<file path="config.mk">
export PLATFORM = sky130hd
export DESIGN_NAME = fir_xifu_scoreboard
export DESIGN_NICKNAME = d
export VERILOG_FILES = /design/src/rtl/fir_xifu_pkg.sv /design/src/rtl/fir_xifu_sb_entry.sv /design/src/rtl/fir_xifu_scoreboard.sv
export SDC_FILE = /design/constraint.sdc
export NUM_CORES = 1
export LEC_CHECK = 0
export ABC_AREA = 1
export BUFFER_PORTS_ARGS = -buffer_cell sky130_fd_sc_hd__buf_2
export CAP_MARGIN = 15
export CORE_ASPECT_RATIO = 1.25
export CORE_MARGIN = 3
export CORE_UTILIZATION = 50
export CTS_BUF_LIST = sky130_fd_sc_hd__clkbuf_16
export CTS_CLUSTER_SIZE = 14
export DETAILED_ROUTE_END_ITERATION = 7
export GPL_TIMING_DRIVEN = 1
export PLACE_DENSITY = 0.77
export SETUP_SLACK_MARGIN = 0.05
export SYNTH_ARGS = -nofsm -noshare
export SYNTH_HDL_FRONTEND = slang
export SYNTH_HIERARCHICAL = 1
export SYNTH_SLANG_ARGS = --single-unit
export TNS_END_PERCENT = 10
</file>
<file path="constraint.sdc">
create_clock -name clk_i -period 8.9 [get_ports clk_i]
set_input_delay 1.78 -clock clk_i [delete_from_list [all_inputs] [get_ports clk_i]]
set_output_delay 1.78 -clock clk_i [all_outputs]
set_load 0.1 [all_outputs]
</file>
<file path="src/rtl/fir_xifu_pkg.sv">
// Shared types for the FIR XIFU: scoreboard entry state and record layout.
package fir_xifu_pkg;

    localparam int SB_NB_ENTRIES = 4;
    localparam int SB_NB_REGS    = 4;
    localparam int SB_ID_WIDTH   = 4;
    localparam int SB_REG_W      = $clog2(SB_NB_REGS);

    typedef enum logic [1:0] {
        SB_FREE      = 2'd0,
        SB_ISSUED    = 2'd1,
        SB_COMMITTED = 2'd2
    } sb_state_e;

    typedef struct packed {
        sb_state_e               state;
        logic [SB_ID_WIDTH-1:0]  id;
        logic [SB_REG_W-1:0]     rd;
        logic                    we;
    } sb_entry_t;

endpackage

</file>
<file path="src/rtl/fir_xifu_sb_entry.sv">
// One scoreboard slot: tracks a single offloaded instruction from issue to retire.
//
//  state        | meaning
//  SB_FREE      | slot empty, may be allocated
//  SB_ISSUED    | instruction accepted, waiting for commit or kill
//  SB_COMMITTED | commit seen, EX side effects allowed until WB retires it
module fir_xifu_sb_entry
    import fir_xifu_pkg::*;
#(
    parameter int ID_WIDTH = SB_ID_WIDTH,
    parameter int REG_W    = SB_REG_W
) (
    input  logic                clk,
    input  logic                rst_n,
    input  logic                clear,
    input  logic                alloc,
    input  logic [ID_WIDTH-1:0] alloc_id,
    input  logic [REG_W-1:0]    alloc_rd,
    input  logic                alloc_we,
    input  logic                commit_valid,
    input  logic [ID_WIDTH-1:0] commit_id,
    input  logic                commit_kill,
    input  logic                retire_valid,
    input  logic [ID_WIDTH-1:0] retire_id,
    input  logic [ID_WIDTH-1:0] lookup_id,
    input  logic [ID_WIDTH-1:0] ex_id,
    output logic                busy,
    output logic [REG_W-1:0]    rd,
    output logic                we,
    output logic                lookup_hit,
    output logic                ex_hit,
    output logic                kill_hit,
    output logic                retire_hit
);

    sb_state_e           state_q, state_d;
    logic [ID_WIDTH-1:0] id_q;
    logic [REG_W-1:0]    rd_q;
    logic                we_q;
    logic                commit_hit;
    logic                retire_match;
    logic                alloc_commit;

    assign commit_hit   = commit_valid && (commit_id == id_q);
    assign retire_match = retire_valid && (retire_id == id_q);
    assign alloc_commit = commit_valid && (commit_id == alloc_id);

    always_ff @(posedge clk or negedge rst_n) begin
        if (!rst_n) begin
            state_q <= SB_FREE;
            id_q    <= '0;
            rd_q    <= '0;
            we_q    <= 1'b0;
        end else begin
            state_q <= state_d;
            if (alloc) begin
                id_q <= alloc_id;
                rd_q <= alloc_rd;
                we_q <= alloc_we;
            end
        end
    end

    always_comb begin
        state_d = state_q;
        if (clear) begin
            state_d = SB_FREE;
        end else begin
            unique case (state_q)
                SB_FREE: begin
                    // a commit arriving with its own issue skips the ISSUED step
                    if (alloc) begin
                        if (alloc_commit) state_d = commit_kill ? SB_FREE : SB_COMMITTED;
                        else              state_d = SB_ISSUED;
                    end
                end
                SB_ISSUED: begin
                    if (commit_hit) state_d = commit_kill ? SB_FREE : SB_COMMITTED;
                end
                SB_COMMITTED: begin
                    if (retire_match) state_d = SB_FREE;
                end
                default: state_d = SB_FREE;
            endcase
        end
    end

    always_comb begin
        busy       = (state_q != SB_FREE);
        rd         = rd_q;
        we         = busy && we_q;
        lookup_hit = busy && (id_q == lookup_id);
        ex_hit     = (state_q == SB_COMMITTED) && (id_q == ex_id);
        kill_hit   = (state_q == SB_ISSUED) && commit_hit && commit_kill;
        retire_hit = (state_q == SB_COMMITTED) && retire_match;
    end

endmodule

</file>
<file path="src/rtl/fir_xifu_scoreboard.sv">
// In-flight instruction scoreboard and issue gate for the FIR XIFU.
// Holds the slot array, lowest-free allocator, hazard/dup reduction and occupancy counter.
module fir_xifu_scoreboard
    import fir_xifu_pkg::*;
#(
    parameter int NB_REGS    = SB_NB_REGS,
    parameter int NB_ENTRIES = SB_NB_ENTRIES,
    parameter int ID_WIDTH   = SB_ID_WIDTH,
    localparam int REG_W     = $clog2(NB_REGS),
    localparam int CNT_W     = $clog2(NB_ENTRIES + 1)
) (
    input  logic                      clk_i,
    input  logic                      rst_ni,
    input  logic                      clear_i,
    input  logic                      issue_valid_i,
    output logic                      issue_ready_o,
    input  logic [ID_WIDTH-1:0]       issue_id_i,
    input  logic [REG_W-1:0]          issue_rd_i,
    input  logic                      issue_we_i,
    input  logic [1:0][REG_W-1:0]     issue_rs_i,
    input  logic [1:0]                issue_rs_use_i,
    input  logic                      commit_valid_i,
    input  logic [ID_WIDTH-1:0]       commit_id_i,
    input  logic                      commit_kill_i,
    input  logic [ID_WIDTH-1:0]       ex_id_i,
    output logic                      ex_commit_o,
    input  logic                      retire_valid_i,
    input  logic [ID_WIDTH-1:0]       retire_id_i,
    output logic [CNT_W-1:0]          count_o
);

    logic [NB_ENTRIES-1:0] busy, we, lookup_hit, ex_hit, kill_hit, retire_hit, alloc;
    logic [REG_W-1:0]      rd [NB_ENTRIES];
    logic                  full, hazard, dup, handshake, same_cycle_kill, found;
    logic [CNT_W-1:0]      count_q, count_d;

    for (genvar g = 0; g < NB_ENTRIES; g++) begin : g_entry
        fir_xifu_sb_entry #(
            .ID_WIDTH (ID_WIDTH),
            .REG_W    (REG_W)
        ) u_entry (
            .clk          (clk_i),
            .rst_n        (rst_ni),
            .clear        (clear_i),
            .alloc        (alloc[g]),
            .alloc_id     (issue_id_i),
            .alloc_rd     (issue_rd_i),
            .alloc_we     (issue_we_i),
            .commit_valid (commit_valid_i),
            .commit_id    (commit_id_i),
            .commit_kill  (commit_kill_i),
            .retire_valid (retire_valid_i),
            .retire_id    (retire_id_i),
            .lookup_id    (issue_id_i),
            .ex_id        (ex_id_i),
            .busy         (busy[g]),
            .rd           (rd[g]),
            .we           (we[g]),
            .lookup_hit   (lookup_hit[g]),
            .ex_hit       (ex_hit[g]),
            .kill_hit     (kill_hit[g]),
            .retire_hit   (retire_hit[g])
        );
    end

    // gate uses registered slot state only, so a slot freed this cycle is usable next cycle
    always_comb begin
        full   = &busy;
        dup    = |lookup_hit;
        hazard = 1'b0;
        for (int i = 0; i < NB_ENTRIES; i++) begin
            if (we[i] && ((issue_rs_use_i[0] && (rd[i] == issue_rs_i[0])) ||
                          (issue_rs_use_i[1] && (rd[i] == issue_rs_i[1])) ||
                          (issue_we_i        && (rd[i] == issue_rd_i))))
                hazard = 1'b1;
        end
    end

    assign issue_ready_o   = !full && !hazard && !dup;
    assign handshake       = issue_valid_i && issue_ready_o && !clear_i;
    assign same_cycle_kill = commit_valid_i && commit_kill_i && (commit_id_i == issue_id_i);
    assign ex_commit_o     = |ex_hit;

    always_comb begin
        alloc = '0;
        found = 1'b0;
        for (int i = 0; i < NB_ENTRIES; i++) begin
            if (!busy[i] && !found) begin
                alloc[i] = handshake;
                found    = 1'b1;
            end
        end
    end

    always_comb begin
        count_d = count_q;
        if (handshake && !same_cycle_kill) count_d = count_d + CNT_W'(1);
        for (int i = 0; i < NB_ENTRIES; i++) begin
            if (kill_hit[i])   count_d = count_d - CNT_W'(1);
            if (retire_hit[i]) count_d = count_d - CNT_W'(1);
        end
    end

    always_ff @(posedge clk_i or negedge rst_ni) begin
        if (!rst_ni)      count_q <= '0;
        else if (clear_i) count_q <= '0;
        else              count_q <= count_d;
    end

    assign count_o = count_q;

    a_retire_committed: assert property (@(posedge clk_i) disable iff (!rst_ni)
        (retire_valid_i && !clear_i) |-> (|retire_hit));
    a_count_range: assert property (@(posedge clk_i) disable iff (!rst_ni)
        count_q <= CNT_W'(NB_ENTRIES));

endmodule
</file>
-- Word-level counts from Yosys, hierarchy flattened
Index checks and enable logic that the tools add are counted.
- register bits after elaboration: 39
- latch bits: 0
- bits in writable memories: 0
- bits in read-only memories: 0
- bits of input ports: 32
- output and inout port bits: 5
- memories kept: 0
- $add $sub $neg: 9
- multipliers: 0
- divide/modulo/power cells: 0
- magnitude comparators: 0
- equality and inequality tests: 49
- shift operators: 0
- muxes and demuxes: 43
- bitwise gates (word level): 0
- reduce and logical (&&, ||, !) cells: 92
- operators with widths (kind ; count):
    == test 4 bit ; 17
    logical AND 1 bit ; 59
    two-way mux 2 bit ; 18
    inequality test 3 x 2 -> 1 bit, second input constant ; 12
    two-way mux 3 bit ; 10
    == test 2 bit ; 12
    case mux 2 bit (3 select lines) ; 4
    subtractor 3 x 1 -> 3 bit, second input constant ; 8
    AND reduction 3 bit ; 4
    two-way mux 1 bit ; 11
    zero test 1 bit ; 10
    == test 2 x 1 -> 1 bit, second input constant ; 4
    == test 2 bit, second input constant ; 4
    zero test 2 bit ; 4
    logical OR 1 bit ; 8
    nonzero test 2 bit ; 4
    OR reduction 4 bit ; 2
    AND reduction 4 bit ; 1
    adder 3 x 1 -> 3 bit, second input constant ; 1

-- Longest topological paths before layout
- depth in word-level cells: 33
- mapped depth: 41
- gate-level depth less buffers: 41

-- Cells and area by module
Netlist, hierarchy kept.
- by module, submodules not included (module ; instances ; cells an instance ; area an instance (µm²) ; sequential area each (µm²)):
    fir_xifu_sb_entry ; 4 ; 109 ; 719.4 ; 225.2
    fir_xifu_scoreboard ; 1 ; 222 ; 1271.2 ; 75.1

-- Least setup slack after synthesis
Ideal clock, no wire load.
- kind: in2reg
- start point: input issue_id_i[0]
- end point: register count_q[2], in the netlist count_o[2]
- setup time: 118 ps
- arrival time: 8084 ps
- slack: 698 ps
- stages: 40
- path buffers: 0
- cells stage by stage: or2_2 > nand4_1 > nor3_1 > nor2_1 > nand2_1 > a21oi_1 > nand3_2 > nor2_4 > nand3_2 > clkinv_1 > nand2_1 > o21ai_1 > inv_1 > ha_1 > o21a_1 > ha_1 > nand2_1 > nand2_1 > [4 not listed] > nand2_1 > nand2_1 > ha_1 > or2_2 > and2_1 > ha_1 > nand2_1 > nand2_1 > ha_1 > nor2_1 > a31oi_1 > ha_1 > nand2_1 > xnor2_1 > xor2_1 > xnor2_1 > xor2_1 > nor2_1
- cells in the longest elaborated chain, start to end: 26
- elaborated cells between the ends (all ways): 35
- classes of those cells: 8 x add/sub; 5 x eq/ne; 10 x mux; 12 x reduce/logical
- ends and longest elaborated chain (item ; RTL line ; source):
    start, declared ; fir_xifu_scoreboard.sv:17 ; input logic [ID_WIDTH-1:0] issue_id_i,
    == test 4 bit * ; fir_xifu_sb_entry.sv:92 ; lookup_hit = busy && (id_q == lookup_id);
    logical AND 1 bit * ; fir_xifu_sb_entry.sv:92 ;
    net lookup_hit[3] ; fir_xifu_scoreboard.sv:32 ; logic [NB_ENTRIES-1:0] busy, we, lookup_hit, ex_hit, kill_hit, retire_hit, alloc;
    OR reduction 4 bit * ; fir_xifu_scoreboard.sv:69 ; dup = |lookup_hit;
    zero test 1 bit * ; fir_xifu_scoreboard.sv:79 ; assign issue_ready_o = !full && !hazard && !dup;
    logical AND 1 bit * ; fir_xifu_scoreboard.sv:79 ;
    net issue_ready_o ; fir_xifu_scoreboard.sv:16 ; output logic issue_ready_o,
    logical AND 1 bit * (2 in a row) ; fir_xifu_scoreboard.sv:80 ; assign handshake = issue_valid_i && issue_ready_o && !clear_i;
    [11 not listed] ; - ;
    two-way mux 3 bit * ; fir_xifu_scoreboard.sv:99 ; if (kill_hit[i]) count_d = count_d - CNT_W'(1);
    subtractor 3 x 1 -> 3 bit ; fir_xifu_scoreboard.sv:100 ; if (retire_hit[i]) count_d = count_d - CNT_W'(1);
    two-way mux 3 bit * ; fir_xifu_scoreboard.sv:100 ;
    subtractor 3 x 1 -> 3 bit ; fir_xifu_scoreboard.sv:99 ;
    two-way mux 3 bit * ; fir_xifu_scoreboard.sv:99 ;
    subtractor 3 x 1 -> 3 bit ; fir_xifu_scoreboard.sv:100 ;
    two-way mux 3 bit * ; fir_xifu_scoreboard.sv:100 ;
    two-way mux 3 bit * ; fir_xifu_scoreboard.sv:106 ; else if (clear_i) count_q <= '0;
    end signal, assigned ; fir_xifu_scoreboard.sv:107 ; else count_q <= count_d;
    end, declared ; fir_xifu_scoreboard.sv:35 ; logic [CNT_W-1:0] count_q, count_d;
The timed path passes the listed nets; every way through them passes the cells marked *.
A chain may end at the register's enable or synchronous reset.

-- Worst setup path after layout
- start point: input issue_id_i[0]
- end point: register count_q[2], in the netlist count_o[2]
- cells in the longest elaborated chain, start to end: 26
- elaborated cells between the ends (all ways): 35
- classes of those cells: 8 x add/sub; 5 x eq/ne; 10 x mux; 12 x reduce/logical
- ends and longest elaborated chain (item ; RTL line ; source):
    == test 4 bit * ; fir_xifu_sb_entry.sv:92 ;
    logical AND 1 bit * ; fir_xifu_sb_entry.sv:92 ;
    net lookup_hit[3] ; fir_xifu_scoreboard.sv:32 ;
    OR reduction 4 bit * ; fir_xifu_scoreboard.sv:69 ;
    zero test 1 bit * ; fir_xifu_scoreboard.sv:79 ;
    logical AND 1 bit * ; fir_xifu_scoreboard.sv:79 ;
    logical AND 1 bit * (2 in a row) ; fir_xifu_scoreboard.sv:80 ;
    logical AND 1 bit * ; fir_xifu_scoreboard.sv:97 ; if (handshake && !same_cycle_kill) count_d = count_d + CNT_W'(1);
    [10 not listed] ; - ;
    two-way mux 3 bit * ; fir_xifu_scoreboard.sv:99 ;
    subtractor 3 x 1 -> 3 bit ; fir_xifu_scoreboard.sv:100 ;
    two-way mux 3 bit * ; fir_xifu_scoreboard.sv:100 ;
    subtractor 3 x 1 -> 3 bit ; fir_xifu_scoreboard.sv:99 ;
    two-way mux 3 bit * ; fir_xifu_scoreboard.sv:99 ;
    subtractor 3 x 1 -> 3 bit ; fir_xifu_scoreboard.sv:100 ;
    two-way mux 3 bit * ; fir_xifu_scoreboard.sv:100 ;
    two-way mux 3 bit * ; fir_xifu_scoreboard.sv:106 ;
Marks and branches as above.

==> out/qor.yml <==
htreeDepth: 2
drt_iter0_drc: 338
grt_pass1_wl_microns: 19490
syn-cell-area_sq_um: 4149
critPathMaxStageDelay_ns: 0.34
dp_hpwl_microns: 8912
synth_area_per_cell_sq_um: 6.305
finalHoldWorstSlack_ns: 0.5345
status: "finished clean"
setup_viol: 0
tightest_slew_ns: 1.061
core-area_sq_um: 7928
fin_area_sq_um: 4564
cts_tree: "done"
clock.fmax_mhz: 124.9
first_pass_iters: 6
placed_area_sq_um: 4412
dieWidth_microns: 87.48
via_per_inst: 5.541
clk_pin_slew_worst_paths_ns: 0.06
maxCapViolCount: 0
die-height_microns: 107.8
slowest_stage: "or2_2"
n_fill_cell: 748
ys_seq_elements: 39
grt_remaining_overflow: 0
cp.required_ns: 9.06
ir_drop_mv: 0.3444
grt.total_usage: 0.2611
cts.hold.buffers_added: 0
tns_ns: 0
cts_setup_buffers: 0
rows: 36
synth.net_count: 699
num_vias: 4372
ant_nets: 0
final_core_util: 0.5758
clock_latency_ns: 0.29
leakagePower_uw: 0.002268
crit_top_cell: "nand2_1"
num-nets-final: 734
wl_per_cell_microns: 14.81
setup.worst_path.end_class: "flop"
netlist_instances: 658
synthArstFlopShare: 1.000
ctsResizeCount: 0
start_util: 0.5234
arrival_ns: 8.17
gp_congestion: 0.9406
finClkSkew_ns: 0.004186
ys_seq_area_frac: 0.2352
numCtsBuffers: 5
ioPinCount: 37
finalCritPeriodShare: 0.8994
root_buffer: "clkbuf_16"
yosysWarnings: 6
antenna_found_initial: 0
p_total_uw: 1294
synthFlopType: "dfrtp_1"
crit_fanout: 21
critPathLaunchType: "input port"
relSlewSlack: 0.2898
grt_pass1_vias: 4063
hold_path.class: "flop to flop"
synth_edf_count: 0
p_per_area_nw_per_um2: 283.4
final_max_slew_viol_count: 0
finalHoldViolCount: 0
drive_above_1_share: 0.1902
antennaDiodeCount: 0
clk_path_buf_depth: 2
routed_wl_microns: 11690
numPortBuffers: 36
numClockSinks: 39
grt_max_degree: 40
dieArea_sq_um: 9434
rsz0062_at_grt: "false"
period_minus_slack_ns: 8.004
synth.distinct_cells: 33
area_growth_pct: 10.01
drc_errors: 0
critical_path_class: "input port to flop"
-- power by group --
| group | total [uW] | switching, uW | internal [uW] |
|---|---|---|---|
| registers | 347 | 91.8 | 255 |
| logic | 768 | 504 | 264 |
| clock network | 179 | 75.5 | 103 |
| total | 1290 | 671 | 623 |
-- routing by layer --
| layer | vias to the layer above | global-route usage | wire, microns |
|---|---|---|---|
| met2 | 199 | 0.4310 | 5468 |
| li1 | 2171 | - | - |
| met5 | - | 0 | 0 |
| met4 | 0 | 0.1239 | 484 |
| met1 | 1966 | 0.3340 | 4917 |
| met3 | 36 | 0.03063 | 817 |
-- kinds of logic (layout without fill, tap and decap cells) --
kind of cell | count (synthesis) | in the layout | synth area share
buffers and inverters | 99 | 135 | 0.09288
xor gates and xnor gates | 36 | 36 | 0.07600
and+or+nand+nor | 385 | 385 | 0.4297
adders and majority gates | 9 | 9 | 0.02714
DFF | 39 | 39 | 0.2352
AOI/OAI and AO/OA | 78 | 78 | 0.1065
muxes | 12 | 12 | 0.03257
-- state kept, by name, summed over array words and instances, names as in the netlist --
register	cells
g_entry.u_entry/id_q	16
g_entry.u_entry/state_q	8
count_o	3
g_entry.u_entry/rd	8
g_entry.u_entry/we_q	4
-- Yosys cell counts (2+ instances only) --
cell      instances  area, sq um
a21oi_1          14        70.07
a22o_2            4        40.04
and2_1            2        12.51
buf_2             8        40.04
dfrtp_1          39        975.9
ha_1              9        112.6
inv_1            73        274.0
inv_2            16        60.06
mux2_2           12        135.1
nand2_1         185        694.4
nand2_2          24        150.1
nand3_1          47        235.2
nand3_2          14        140.1
nand4_1           6        37.54
nor2_1           79        296.5
nor2_4            5        56.30
nor3_1            9        45.04
nor4_1            2        12.51
nor4_2            4        50.05
o21ai_0          36        180.2
o21ai_1          13        65.06
o21bai_1          4        30.03
o221ai_1          4        35.03
or2_2             6        37.54
xnor2_1          27        236.5
xor2_1            9        78.83
-- path summary, 6_finish.rpt --
| path | startpoint | endpoint | slack (ns) | depth (start not counted) |
|---|---|---|---|---|
| max in group asynchronous | rst_ni | g_entry[3].u_entry/id_q[0] | 6.67 | 1 |
| max | issue_id_i[0] | count_o[2] | 0.90 | 41 |
| min | g_entry[3].u_entry/we_q | g_entry[3].u_entry/we_q | 0.53 | 2 |
| min in group asynchronous | rst_ni | count_o[2] | 1.64 | 1 |
| min reg2reg | g_entry[3].u_entry/we_q | g_entry[3].u_entry/we_q | 0.53 | 2 |
| max reg2reg | g_entry[0].u_entry/state_q[1] | count_o[2] | 2.00 | 41 |
-- cell usage in the layout, fill, tap and decap left out --
cell type	count
or4_1	1
clkbuf_4	1
buf_2	36
nor3_2	1
o21bai_1	4
inv_2	16
or2_2	6
ha_1	9
nor2_1	79
nand3b_1	1
a31oi_1	1
nand2_1	185
nand4_1	6
a21oi_1	14
xnor2_1	27
nand3_1	47
dfrtp_1	39
clkinvlp_4	2
nor2_4	5
o21ai_1	13
nor3_1	8
o221ai_1	4
o21a_1	1
a22o_2	4
o21ai_0	36
nand3_2	14
inv_1	73
clkinv_2	1
mux2_2	12
xor2_1	9
nor4_1	1
clkinv_1	1
o211ai_1	1
nor4_2	5
nand2_2	24
and2_1	2
clkbuf_16	5
-- cell type report --
type                            count  area [sq um]  share of cell area
Sequential cell                    39         975.9              0.2138
Inverter                           90         337.8             0.07401
Timing Repair Buffer               37         187.7             0.04112
Multi-Input combinational cell    520          2799              0.6132
Clock inverter                      3         20.02            0.004386
Clock buffer                        5         125.1             0.02741
Tap cell                           95         118.9             0.02604
-- stage by stage --
step | std cells | setup slack, ns
final | 789 | 0.8957
after floorplan | 658 | 0.6978
after global routing | 789 | 0.3114
after global placement | 780 | 0.7467
after detailed placement | 780 | 0.6033
after CTS | 788 | 0.8911
-- critical path: cells and delay by family --
kind | cells | cell delay [ns]
and+or+nand+nor | 22 | 2.68
adders and majority gates | 8 | 2.19
xor gates and xnor gates | 4 | 0.63
AOI/OAI and AO/OA | 4 | 0.49
buffers and inverters | 3 | 0.38
No activity file was read; power rests on OpenSTA's default activity.
